--- src/rtl/prescale_ctrl.sv ---
// Multi-channel clock-enable prescaler: each channel emits a count-enable strobe
// once per (limit+1) clocks, or every clock in bypass, with debug freeze and restart.
module prescale_ctrl #(
  parameter int NCH   = 4,
  parameter int CNT_W = 16
) (
  input  logic                 clk,
  input  logic                 rst_n,
  input  logic [NCH-1:0]       timer_en,
  input  logic [NCH-1:0]       div_en,
  input  logic [NCH-1:0]       div_mode,
  input  logic [NCH*CNT_W-1:0] div_val,
  input  logic [NCH-1:0]       restart,
  input  logic                 dbg_halt,
  output logic [NCH-1:0]       count_en
);

  localparam logic [CNT_W-1:0] ONES = '1;
  localparam logic [CNT_W-1:0] ONE  = {{(CNT_W-1){1'b0}}, 1'b1};

  for (genvar i = 0; i < NCH; i++) begin : g_ch
    logic [CNT_W-1:0] val;
    logic [CNT_W-1:0] limit;
    logic [CNT_W-1:0] cnt_q;
    logic [CNT_W-1:0] cnt_d;
    logic             bypass;
    logic             term;

    assign val = div_val[i*CNT_W +: CNT_W];

    // NOTE: every signal written here gets a value first, so no path leaves it
    // unassigned and no latch is inferred.
    always_comb begin
      limit  = '0;
      bypass = 1'b0;
      term   = 1'b0;
      cnt_d  = cnt_q;

      // Shifting all-ones left by k clears k low bits; the inverse is 2^k-1, and
      // any k >= CNT_W shifts everything out, which saturates to all-ones.
      if (div_mode[i]) limit = val;
      else             limit = ~(ONES << val);

      bypass = !div_en[i] || (val == '0);
      term   = (cnt_q >= limit);

      if (!timer_en[i] || bypass || restart[i]) cnt_d = '0;
      else if (dbg_halt)                        cnt_d = cnt_q;
      else if (term)                            cnt_d = '0;
      else                                      cnt_d = cnt_q + ONE;
    end

    // NOTE: state is updated with non-blocking assignments only, so every channel
    // samples the pre-edge value of cnt_q regardless of process ordering.
    // NOTE: reset is synchronous; the counter is a plain register, so it is
    // cleared on the edge rather than asynchronously.
    always_ff @(posedge clk) begin
      if (!rst_n) cnt_q <= '0;
      else        cnt_q <= cnt_d;
    end

    assign count_en[i] = timer_en[i] && !dbg_halt && !restart[i] && (bypass || term);
  end

endmodule

--- config.mk ---
export PLATFORM = sky130hd
export DESIGN_NAME = prescale_ctrl
export DESIGN_NICKNAME = d
export VERILOG_FILES = /design/src/rtl/prescale_ctrl.sv
export SDC_FILE = /design/constraint.sdc
export NUM_CORES = 1
export LEC_CHECK = 0
export BUFFER_PORTS_ARGS = -buffer_cell sky130_fd_sc_hd__buf_2
export CAP_MARGIN = 25
export CORE_MARGIN = 1.5
export CORE_UTILIZATION = 35
export CTS_CLUSTER_SIZE = 16
export DETAILED_ROUTE_END_ITERATION = 12
export GPL_ROUTABILITY_DRIVEN = 0
export HOLD_SLACK_MARGIN = 0.03
export MAX_ROUTING_LAYER = met4
export PLACE_DENSITY_LB_ADDON = 0.3
export RECOVER_POWER = 25
export SLEW_MARGIN = 20
export SYNTH_ARGS = -nofsm -noshare
export SYNTH_HDL_FRONTEND = slang
export SYNTH_SLANG_ARGS = --single-unit
--- constraint.sdc ---
create_clock -name clk -period 4.24 [get_ports clk]
set_input_delay 0.636 -clock clk [delete_from_list [all_inputs] [get_ports clk]]
set_output_delay 0.636 -clock clk [all_outputs]
set_load 0.05 [all_outputs]
* After elaboration in Yosys (flattened, before gate mapping)
Cells that the tools add are included.
Widths: inputs -> output; s select.
** Word-level totals
- Output and inout port bits :: 4
- Logic and storage cells :: 78
- Register bits :: 64
** Cells by class
- Bitwise gates (word level) :: 5
- Order comparisons :: 4
- $add $sub $neg :: 4
- Reductions and logical operators :: 49
- Shift operators :: 4
- Muxes and demuxes :: 8
** Operators with widths (number)
- $mux 16 :: 8
- $add 16x1->16 const B :: 4
- $ge 16x16->1 :: 4
- $logic_not 16->1 :: 4
- $not 16->16 :: 4
- $shl 16x16->16 const A :: 4
- $logic_or 1x1->1 :: 16
- $logic_not 1->1 :: 13
- $logic_and 1x1->1 :: 12
- $reduce_or 2->1 :: 4
- $not 1->1 :: 1

* Depth between registers and ports, before layout
Gate-level depths: netlist of run 1.
- Depth after elaboration :: 6
- Gate-level depth with buffers :: 15
- Mapped depth without buffers :: 13

* Worst setup path before layout of run 1
No wires, ideal clock.
- Path type :: input to output
- From :: input div_val[55]
- To :: output count_en[3]
- Data arrival time :: 4.032 ns
- Path slack :: -0.428 ns
- Stages on the path :: 12
- Cell sequence :: nor4_1 nand3_1 or3_1 or2_2 nor3_1 o21bai_1 ha_1 nand2b_1 a2111oi_0 o31ai_1 a211oi_2 a311oi_1
** Between the ends
- Longest elaborated chain between the ends :: 6
- Elaborated cells between the ends (all ways) :: 8
- Those cells by class :: order compare (1); shift (1); mux (1); bitwise (1); reduce/logical (4)
** RTL lines
- start: declaration :: line 12 : input logic [NCH*CNT_W-1:0] div_val,
- $shl 16x16->16 :: line 42 : else limit = ~(ONES << val);
- $not 16->16 :: line 42
- $mux 16 :: line 41 : if (div_mode[i]) limit = val;
- $ge 16x16->1 :: line 45 : term = (cnt_q >= limit);
- $logic_or 1x1->1 * :: line 62 : assign count_en[i] = timer_en[i] && !dbg_halt && !restart[i] && (bypass || term);
- $logic_and 1x1->1 * :: line 62
- end: declaration :: line 15 : output logic [NCH-1:0] count_en
Every way passes the cells marked *; elsewhere a longest branch is shown, timed or not.

* Final worst setup path of run 1
- From :: input div_val[53]
- To :: output count_en[3]
The elaborated chain is that of the path after synthesis.

==> reports/results.ini, run 1 <==
[layout]
regArea_sq_um = 1280
layout_commonest_cell = nor2_1
multi_input_area_sq_um = 4150
finalNetCount = 960
regMostFlops = g_ch.cnt_q
n_antenna_cell = 0
drive_gt1_share_pct = 20.8
syn_to_final_growth_pct = 25.0
largest_reg_flops = 64
fill_cells = 1508
reg_top3 = g_ch.cnt_q x64
layout_common_cells = nor2_1 (94), buf_2 (80), ha_1 (68)

[global_route]
grt_pass1_wl_microns = 22300
met3_usage_pct = 3.56
grt_max_degree = 42
overflow = 0
grtUsageMet2_pct = 26.5
grt.met1_usage_pct = 22.7
first_global_vias = 4807
grt_usage_pct = 17.2
busiest_layer = met2
antenna_found_initial = 0

[cts]
clock_path_buffers = 2
tritoncts = done
postCtsHoldBufs = 0
clk_latency_ns = 0.33
numClockSinks = 64
path_clk_slew_ns = 0.05
cts_buffers = 9
post-cts-setup-buffer-count = 0
cts.htree.levels = 3
cts_root_buffer = clkbuf_16

[hold_path]
hold_class = flip-flop to flip-flop

[setup_path]
cp_max_fo = 2
worstPathArrival_ns = 3.59
slowest_stage = or3_4
worstPathCellList = buf_2 > nor4_4 > buf_4 > nand3_4 > or3_4 > or2_4 > nor3_2 > o21bai_1 > ha_1 > nand2b_4 > a2111oi_4 > o31ai_2 > a211oi_2 > a311oi_2 > buf_6
critical_path_class = input port to output pin
worstSetupEndpointType = output pin
r2r_slack_ns = 1.75
cp-start-kind = input port
worstPathRequired_ns = 3.60
cpPeakStageDelay_ns = 0.40

[die]
die_h_microns = 127
io_pins = 87
core-area_sq_um = 15100
num_rows = 45
initial_utilization_pct = 35.6
die-area_sq_um = 16200
die_w_microns = 127

[synth]
syn-cell-area_sq_um = 5400
yosys.area.top_type = dfxtp_1
postSynthCellCount = 709
ys_seq_elements = 64
synth_edf_count = 0
synth_top_area_share_pct = 23.7
synth_cell_types = 58
ys_seq_area_share_pct = 23.7
synth_nets = 860
synth_ff_type = dfxtp_1
yosysWarnings = 0
async_flop_share_pct = 0
synth_area_leaders = dfxtp_1 (24%), ha_1 (16%), nor2_1 (6.7%), xor2_1 (4.7%), nand2_1 (4.7%)
avgSynthCellArea_sq_um = 7.61

[pwr]
ir_worst_vdd_mv = 0.191
pwr_density_cell_nw_per_um2 = 238
power.leakage_nw = 2.76

[timing]
finalHoldWorstSlack_ns = 0.506
max_slew_margin_pct = 36.6
report.final.slew_viol_count = 0
fin_crit_sh_pct = 99.6
worst_slew_pin_slew_ns = 0.949
hold_violations = 0
rsz0062_at_grt = yes
fmaxAchievable_mhz = 237
setup_viol = 0
post-route-min-period_ns = 4.22
timing.final.ws_setup_ns = 0.0160
finalClockSkew_ns = 0.00850

[drt]
wl_microns = 13500
ant_nets = 0
route.detailed.drc = 0
drtIter0Drc = 326
wl_per_cell_microns = 13.4
dr.pass1.iters = 6
dr_total_vias = 5287
via_per_inst = 5.28

[placed_design]
post-place-ws_ns = -0.245
dp_hpwl_microns = 10400
io_buffers = 86

[run]
cap_violations = 0

[run_status]
status = finished clean

## per-layer routing
| layer | wire [microns] | share of wire (%) |
|---|---|---|
| met5 | 0 | 0 |
| met4 | 142 | 1.1 |
| met3 | 449 | 3.3 |
| met2 | 6200 | 46 |
| met1 | 6670 | 50 |
## path summary, 6_finish.rpt
kind,start,endpoint,depth (start not counted)
worst max-delay path,div_val[53],count_en[3],15
worst min-delay path,g_ch[0].cnt_q[0]$_SDFFE_PP0N_,g_ch[0].cnt_q[0]$_SDFFE_PP0N_,2
worst max register to register,g_ch[3].cnt_q[0]$_SDFFE_PP0N_,g_ch[3].cnt_q[3]$_SDFFE_PP0N_,9
worst min register to register,g_ch[0].cnt_q[0]$_SDFFE_PP0N_,g_ch[0].cnt_q[0]$_SDFFE_PP0N_,2
## through the flow
stage	total power, mW	setup TNS, ns	util, %	instances	instance area (sq um)
2_1_floorplan	0.725	0	-	709	5420
3_5_place_dp	0.809	-0.846	41.0	987	6210
5_1_grt	1.68	-0.195	44.5	1002	6750
6_report	1.61	0	44.5	1002	6750
3_3_place_gp	0.808	-0.171	41.0	987	6210
4_1_cts	1.62	0	43.4	1003	6580
## where the power goes
| part | total [mW] | internal, mW | switching [mW] |
|---|---|---|---|
| Combinational | 0.211 | 0.0881 | 0.122 |
| Clock | 0.792 | 0.529 | 0.263 |
| Sequential | 0.603 | 0.602 | 0.000847 |
| Total | 1.61 | 1.22 | 0.386 |
## synth_stat cells, types with 3 or more instances
| cell type | n |
|---|---|
| a211o_1 | 5 |
| a211oi_1 | 4 |
| a21o_1 | 5 |
| a21oi_1 | 38 |
| a31oi_1 | 5 |
| and3_1 | 8 |
| and4_1 | 5 |
| buf_2 | 3 |
| clkbuf_1 | 22 |
| dfxtp_1 | 64 |
| ha_1 | 68 |
| inv_1 | 21 |
| mux2i_1 | 10 |
| nand2_1 | 67 |
| nand2b_1 | 9 |
| nand3_1 | 33 |
| nand3b_1 | 7 |
| nand4_1 | 15 |
| nand4b_1 | 8 |
| nor2_1 | 96 |
| nor2b_1 | 8 |
| nor3_1 | 23 |
| nor3b_1 | 3 |
| nor4_1 | 10 |
| o21a_1 | 8 |
| o21ai_0 | 42 |
| o21bai_1 | 6 |
| o22ai_1 | 21 |
| o31ai_1 | 3 |
| or2_2 | 4 |
| xnor2_1 | 24 |
| xor2_1 | 29 |
## final cells by class
class                   count  area share [%]
multi-input cells         595            61.5
flip-flops and latches     64            19.0
repair buffers            116            10.0
clock buffers              11            3.60
well taps                 188            3.49
inverters                  23            1.28
clock inverters             5            1.19
## cells by family after synthesis
| logic type | count (synthesis) | synth area share (%) |
|---|---|---|
| flops | 64 | 23.7 |
| compound gates | 157 | 18.3 |
| xor+xnor | 53 | 8.60 |
| fa+ha+maj | 68 | 15.8 |
| buf+inv | 50 | 3.69 |
| mux | 10 | 1.86 |
| simple gates | 307 | 28.0 |
## repair_timing
item                                    in CTS  in global routing
gates cloned                                 0                  0
gates resized for setup                     10                 35
endpoints found under the setup margin       3                  4
hold endpoints to repair                     0                  0
pin swaps                                    4                 23
## worst max-delay path, delay by kind of cell
kind                       cells  cell delay (ns)
and+or+nand+nor                6             1.18
adders and majority gates      1             0.27
AOI/OAI and AO/OA              5             1.01
buffers and inverters          3             0.47
Note: power is estimated with default switching activity, not from simulation.
==> run 2: changes to the inputs <==
Settings changed: CORE_UTILIZATION 35 to 50.
==> run 2 against run 1 <==
Net effect:
- the flow now finishes with violations (setup timing)
- critical path depth fell by 2
- total power fell by 12%
- utilization rose by 18 points
- highest routed layer unchanged
- sequential share of layout area rose by 0.64 points
- via count rose by 3.9%
- global-route usage rose by 6.6 points
- worst setup slack got worse by 0.054 ns
- non-clock buffer count fell by 9
- critical endpoint unchanged
==> reports/results.ini, run 2 (synthesis gave the netlist of run 1 again) <==
[die]
num_rows = 37
core-area_sq_um = 10400
die_h_microns = 107
die_w_microns = 107
io_pins = 87
die-area_sq_um = 11400
initial_utilization_pct = 51.8

[cts]
cts_buffers = 9
cts.htree.levels = 3
clock_path_buffers = 2
numClockSinks = 64
path_clk_slew_ns = 0.06
postCtsHoldBufs = 0
clk_latency_ns = 0.35
cts_root_buffer = clkbuf_8
tritoncts = done

[timing]
fin_crit_sh_pct = 101
timing.final.ws_setup_ns = -0.0376
fin_setup_tns_ns = -0.0376
max_slew_margin_pct = 35.0
finalHoldWorstSlack_ns = 0.504
rsz0062_at_grt = yes
setup_viol = 1
post-route-min-period_ns = 4.28
fmaxAchievable_mhz = 234
report.final.slew_viol_count = 0
finalClockSkew_ns = 0.0122
worst_slew_pin_slew_ns = 0.973
hold_violations = 0

[global_route]
first_global_vias = 5007
grt_max_degree = 42
antenna_found_initial = 0
overflow = 0
grt_pass1_wl_microns = 21800
grt_usage_pct = 23.8

[drt]
via_per_inst = 5.84
top_layer = met4
wl_per_cell_microns = 14.7
ant_nets = 0
dr.pass1.iters = 4
dr_total_vias = 5493
drtIter0Drc = 337
wl_met1_microns = 6150
met2_length_microns = 6840
met3_length_microns = 612
wl_microns = 13900
route.detailed.drc = 0

[setup_path]
critical_path_class = input port to output pin
crit_buf_inv = 3
crit_family = simple AND/OR/NAND/NOR gates
worstSetupEndpointType = output pin
cp-start-kind = input port
cpPeakStageDelay_ns = 0.44
slowest_stage = or3_4
worstPathRequired_ns = 3.60
cp_max_fo = 5
worstPathCellList = buf_2 > nor4_2 > nand3_1 > or3_4 > buf_6 > or3_4 > a21oi_4 > ha_4 > a2111oi_4 > o31ai_2 > a211oi_2 > a311oi_2 > buf_6
worstPathArrival_ns = 3.64

[layout]
finalNetCount = 951
regArea_sq_um = 1280
largest_reg_flops = 64
layout_commonest_cell = nor2_1
post-route-util_pct = 62.6
layout.cells.non_filler = 941
syn_to_final_growth_pct = 20.9
n_antenna_cell = 0
layout_common_cells = nor2_1 (96), buf_2 (80), nand2_1 (67), ha_1 (67), dfxtp_1 (64)
regMostFlops = g_ch.cnt_q
multi_input_area_sq_um = 4120
reg_top3 = g_ch.cnt_q x64
fill_cells = 905
drive_gt1_share_pct = 19.6

[run]
cap_violations = 0

[placed_design]
io_buffers = 86
dp_cells = 922
dp_hpwl_microns = 10400

[pwr]
ir_worst_vdd_mv = 0.206
pwr_density_cell_nw_per_um2 = 216
power.leakage_nw = 2.71

[hold_path]
hold_class = flip-flop to flip-flop

[run_status]
status = finished, violations left
failed_checks = setup timing

run 2: changes by cell type in the layout (fill, tap and decap cells not counted), sizes merged:
cell,previous run,this run
clkinvlp,2,1
buf,113,107
clkbuf,14,12
run 2: per-layer routing:
metal / vias to the layer above / track usage, %
li1: 2752 / -
met1: 2554 / 27.8
met2: 155 / 41.1
met3: 32 / 4.07
met4: 0 / 8.67
met5: - / -
run 2: where the power goes:
part           switching [mW]  internal [mW]
registers            0.000914          0.602
clock network           0.236          0.364
logic                   0.122         0.0845
total                   0.359           1.05
run 2: worst paths after layout:
path | slack, ns | depth (start not counted) | end | startpoint
setup / recovery | -0.04 | 13 | count_en[3] | div_val[53]
hold / removal | 0.50 | 2 | g_ch[0].cnt_q[1]$_SDFFE_PP0N_ | g_ch[0].cnt_q[1]$_SDFFE_PP0N_
setup reg to reg | 1.61 | 9 | g_ch[0].cnt_q[4]$_SDFFE_PP0N_ | g_ch[0].cnt_q[0]$_SDFFE_PP0N_
hold reg to reg | 0.50 | 2 | g_ch[0].cnt_q[1]$_SDFFE_PP0N_ | g_ch[0].cnt_q[1]$_SDFFE_PP0N_
run 2: worst register-to-register path: stages, from the launching register on:
cell       delay, ns
dfxtp_1         0.39
inv_1           0.08
ha_1            0.26
nand2b_1        0.08
a2111oi_0       0.08
o31ai_1         0.36
a211oi_2        0.16
buf_4           0.18
o21bai_1        0.75
nor2_1          0.13
run 2: final cells by class:
type / count / area share, %
Timing Repair Buffer: 107 / 9.70
Inverter: 23 / 1.32
Tap cell: 136 / 2.61
Clock inverter: 4 / 1.17
Sequential cell: 64 / 19.6
Clock buffer: 12 / 2.38
Multi-Input combinational cell: 595 / 63.2
run 2: timing repair:
action                                  in CTS  in global routing
pin swaps                                    1                 14
buffers inserted                             0                  3
resized for setup                            4                 36
endpoints found under the setup margin       1                  4
run 2: through the flow:
step | total power, mW | worst slack [ns] | instance area (sq um)
floorplan | 0.725 | 0.106 | 5420
global placement | 0.794 | 0.0781 | 6050
detailed placement | 0.801 | -0.130 | 6060
CTS | 1.41 | 0.000564 | 6300
global route | 1.47 | -0.0969 | 6530
finish | 1.41 | -0.0376 | 6530
==> run 3: changes to the inputs <==
Settings changed: CTS_CLUSTER_DIAMETER from default to 60, SKIP_CTS_REPAIR_TIMING from default to 1.
==> run 3 against run 2 <==
Net effect:
- the run now ends clean
- die area did not move
- first-iteration DRC count fell by 5.9%
- clock power barely moved
==> reports/results.ini, run 3 (synthesis gave the netlist of run 1 again) <==
[die]
die-area_sq_um = 11400
io_pins = 87
die_w_microns = 107
die_h_microns = 107
num_rows = 37
core-area_sq_um = 10400
initial_utilization_pct = 51.8

[setup_path]
cpPeakStageDelay_ns = 0.35
slowest_stage = or3_1
worstPathRequired_ns = 3.60
worstReg2RegStart = g_ch[0].cnt_q[0]$_SDFFE_PP0N_
cp-start-kind = input port
worstPathArrival_ns = 3.60
crit_buf_inv = 2
worstSetupEndpointType = output pin
worstPathCellList = buf_2 > nor4_2 > nand3_1 > or3_1 > or2_2 > nor3_2 > o21bai_1 > ha_1 > nand2b_1 > a2111oi_4 > o31ai_2 > a211oi_2 > a311oi_2 > buf_6
critical_path_class = input port to output pin
setup.worst_path.start = div_val[63]
crit_family = simple AND/OR/NAND/NOR gates
cp_max_fo = 2

[layout]
n_antenna_cell = 0
finalNetCount = 950
layout_common_cells = nor2_1 (96), buf_2 (81), ha_1 (67)
drive_gt1_share_pct = 18.9
layout_commonest_cell = nor2_1
fill_cells = 925
layout.cells.non_filler = 940
syn_to_final_growth_pct = 19.7
regMostFlops = g_ch.cnt_q
reg_top3 = g_ch.cnt_q x64
largest_reg_flops = 64

[drt]
drtIter0Drc = 317
via_per_inst = 5.83
ant_nets = 0
dr_total_vias = 5477
route.detailed.drc = 0
dr.pass1.iters = 6
wl_per_cell_microns = 14.5
wl_microns = 13700

[run_status]
status = finished clean

[global_route]
grt_pass1_wl_microns = 21800
grt_usage_pct = 23.8
first_global_vias = 5009
antenna_found_initial = 0
overflow = 0
grt_max_degree = 42

[timing]
report.final.slew_viol_count = 0
setup_viol = 0
rsz0062_at_grt = yes
post-route-min-period_ns = 4.24
worst_slew_pin_slew_ns = 0.980
fin_crit_sh_pct = 99.9
fin_setup_tns_ns = 0
fmaxAchievable_mhz = 236
hold_violations = 0
max_slew_margin_pct = 34.5
finalHoldWorstSlack_ns = 0.504
timing.final.ws_setup_ns = 0.00446
finalClockSkew_ns = 0.0128

[placed_design]
dp_hpwl_microns = 10400
io_buffers = 86
dp_cells = 922
post-place-ws_ns = -0.130

[cts]
cts_buffers = 9
clk_latency_ns = 0.35
numClockSinks = 64
cts_root_buffer = clkbuf_8
clock_path_buffers = 2
path_clk_slew_ns = 0.06
cts.htree.levels = 3
tritoncts = done

[hold_path]
hold_class = flip-flop to flip-flop
hp-start = g_ch[0].cnt_q[1]$_SDFFE_PP0N_

[run]
cap_violations = 0

[pwr]
ir_worst_vdd_mv = 0.206
power.leakage_nw = 2.68
pwr_density_cell_nw_per_um2 = 218

run 3: changes by cell type in the layout (fill, tap and decap cells not counted), sizes merged:
cell    before  now
buf        107  102
clkbuf      12   16
run 3: metal layers:
metal	vias up	share of wire [%]	global-route usage [%]
li1	2746	-	-
met1	2541	44	27.8
met2	166	50	41.1
met3	24	4.6	4.07
met4	0	1.4	8.67
met5	-	0	-
run 3: stage by stage:
| stage | power [mW] | util [%] | instance area, sq um |
|---|---|---|---|
| after floorplan | 0.725 | - | 5420 |
| after global placement | 0.794 | 58.1 | 6050 |
| after detailed placement | 0.801 | 58.2 | 6060 |
| after CTS | 1.41 | 60.4 | 6290 |
| after global routing | 1.47 | 62.0 | 6460 |
| final | 1.40 | 62.0 | 6460 |
run 3: area by class of cell:
type                       count  area [sq um]  share of cell area, %
multi-input combinational    595          4100                   63.5
sequential                    64          1280                   19.8
timing repair buffer         106           589                   9.13
tap                          136           170                   2.64
clock buffer                  12           155                   2.40
inverter                      23          86.3                   1.34
clock inverter                 4          76.3                   1.18
run 3: worst register-to-register path, stage by stage, from the launching register on:
cell	delay, ns
dfxtp_1	0.39
inv_1	0.08
ha_1	0.28
nand2b_1	0.13
a2111oi_0	0.40
o31ai_1	0.17
a211oi_2	0.33
clkbuf_1	0.26
o21bai_1	0.35
nor2_1	0.23
run 3: worst paths after layout:
path                            cells after the start                       endpoint  slack, ns
worst min-delay path                                2  g_ch[0].cnt_q[1]$_SDFFE_PP0N_       0.50
worst min register to register                      2  g_ch[0].cnt_q[1]$_SDFFE_PP0N_       0.50
worst max-delay path                               14                    count_en[3]      0.004
worst max register to register                      9  g_ch[0].cnt_q[4]$_SDFFE_PP0N_       1.55
run 3: where the power goes:
| group | switching [mW] | internal [mW] |
|---|---|---|
| clock network | 0.236 | 0.364 |
| registers | 0.000904 | 0.602 |
| logic | 0.120 | 0.0818 |
| total | 0.357 | 1.05 |
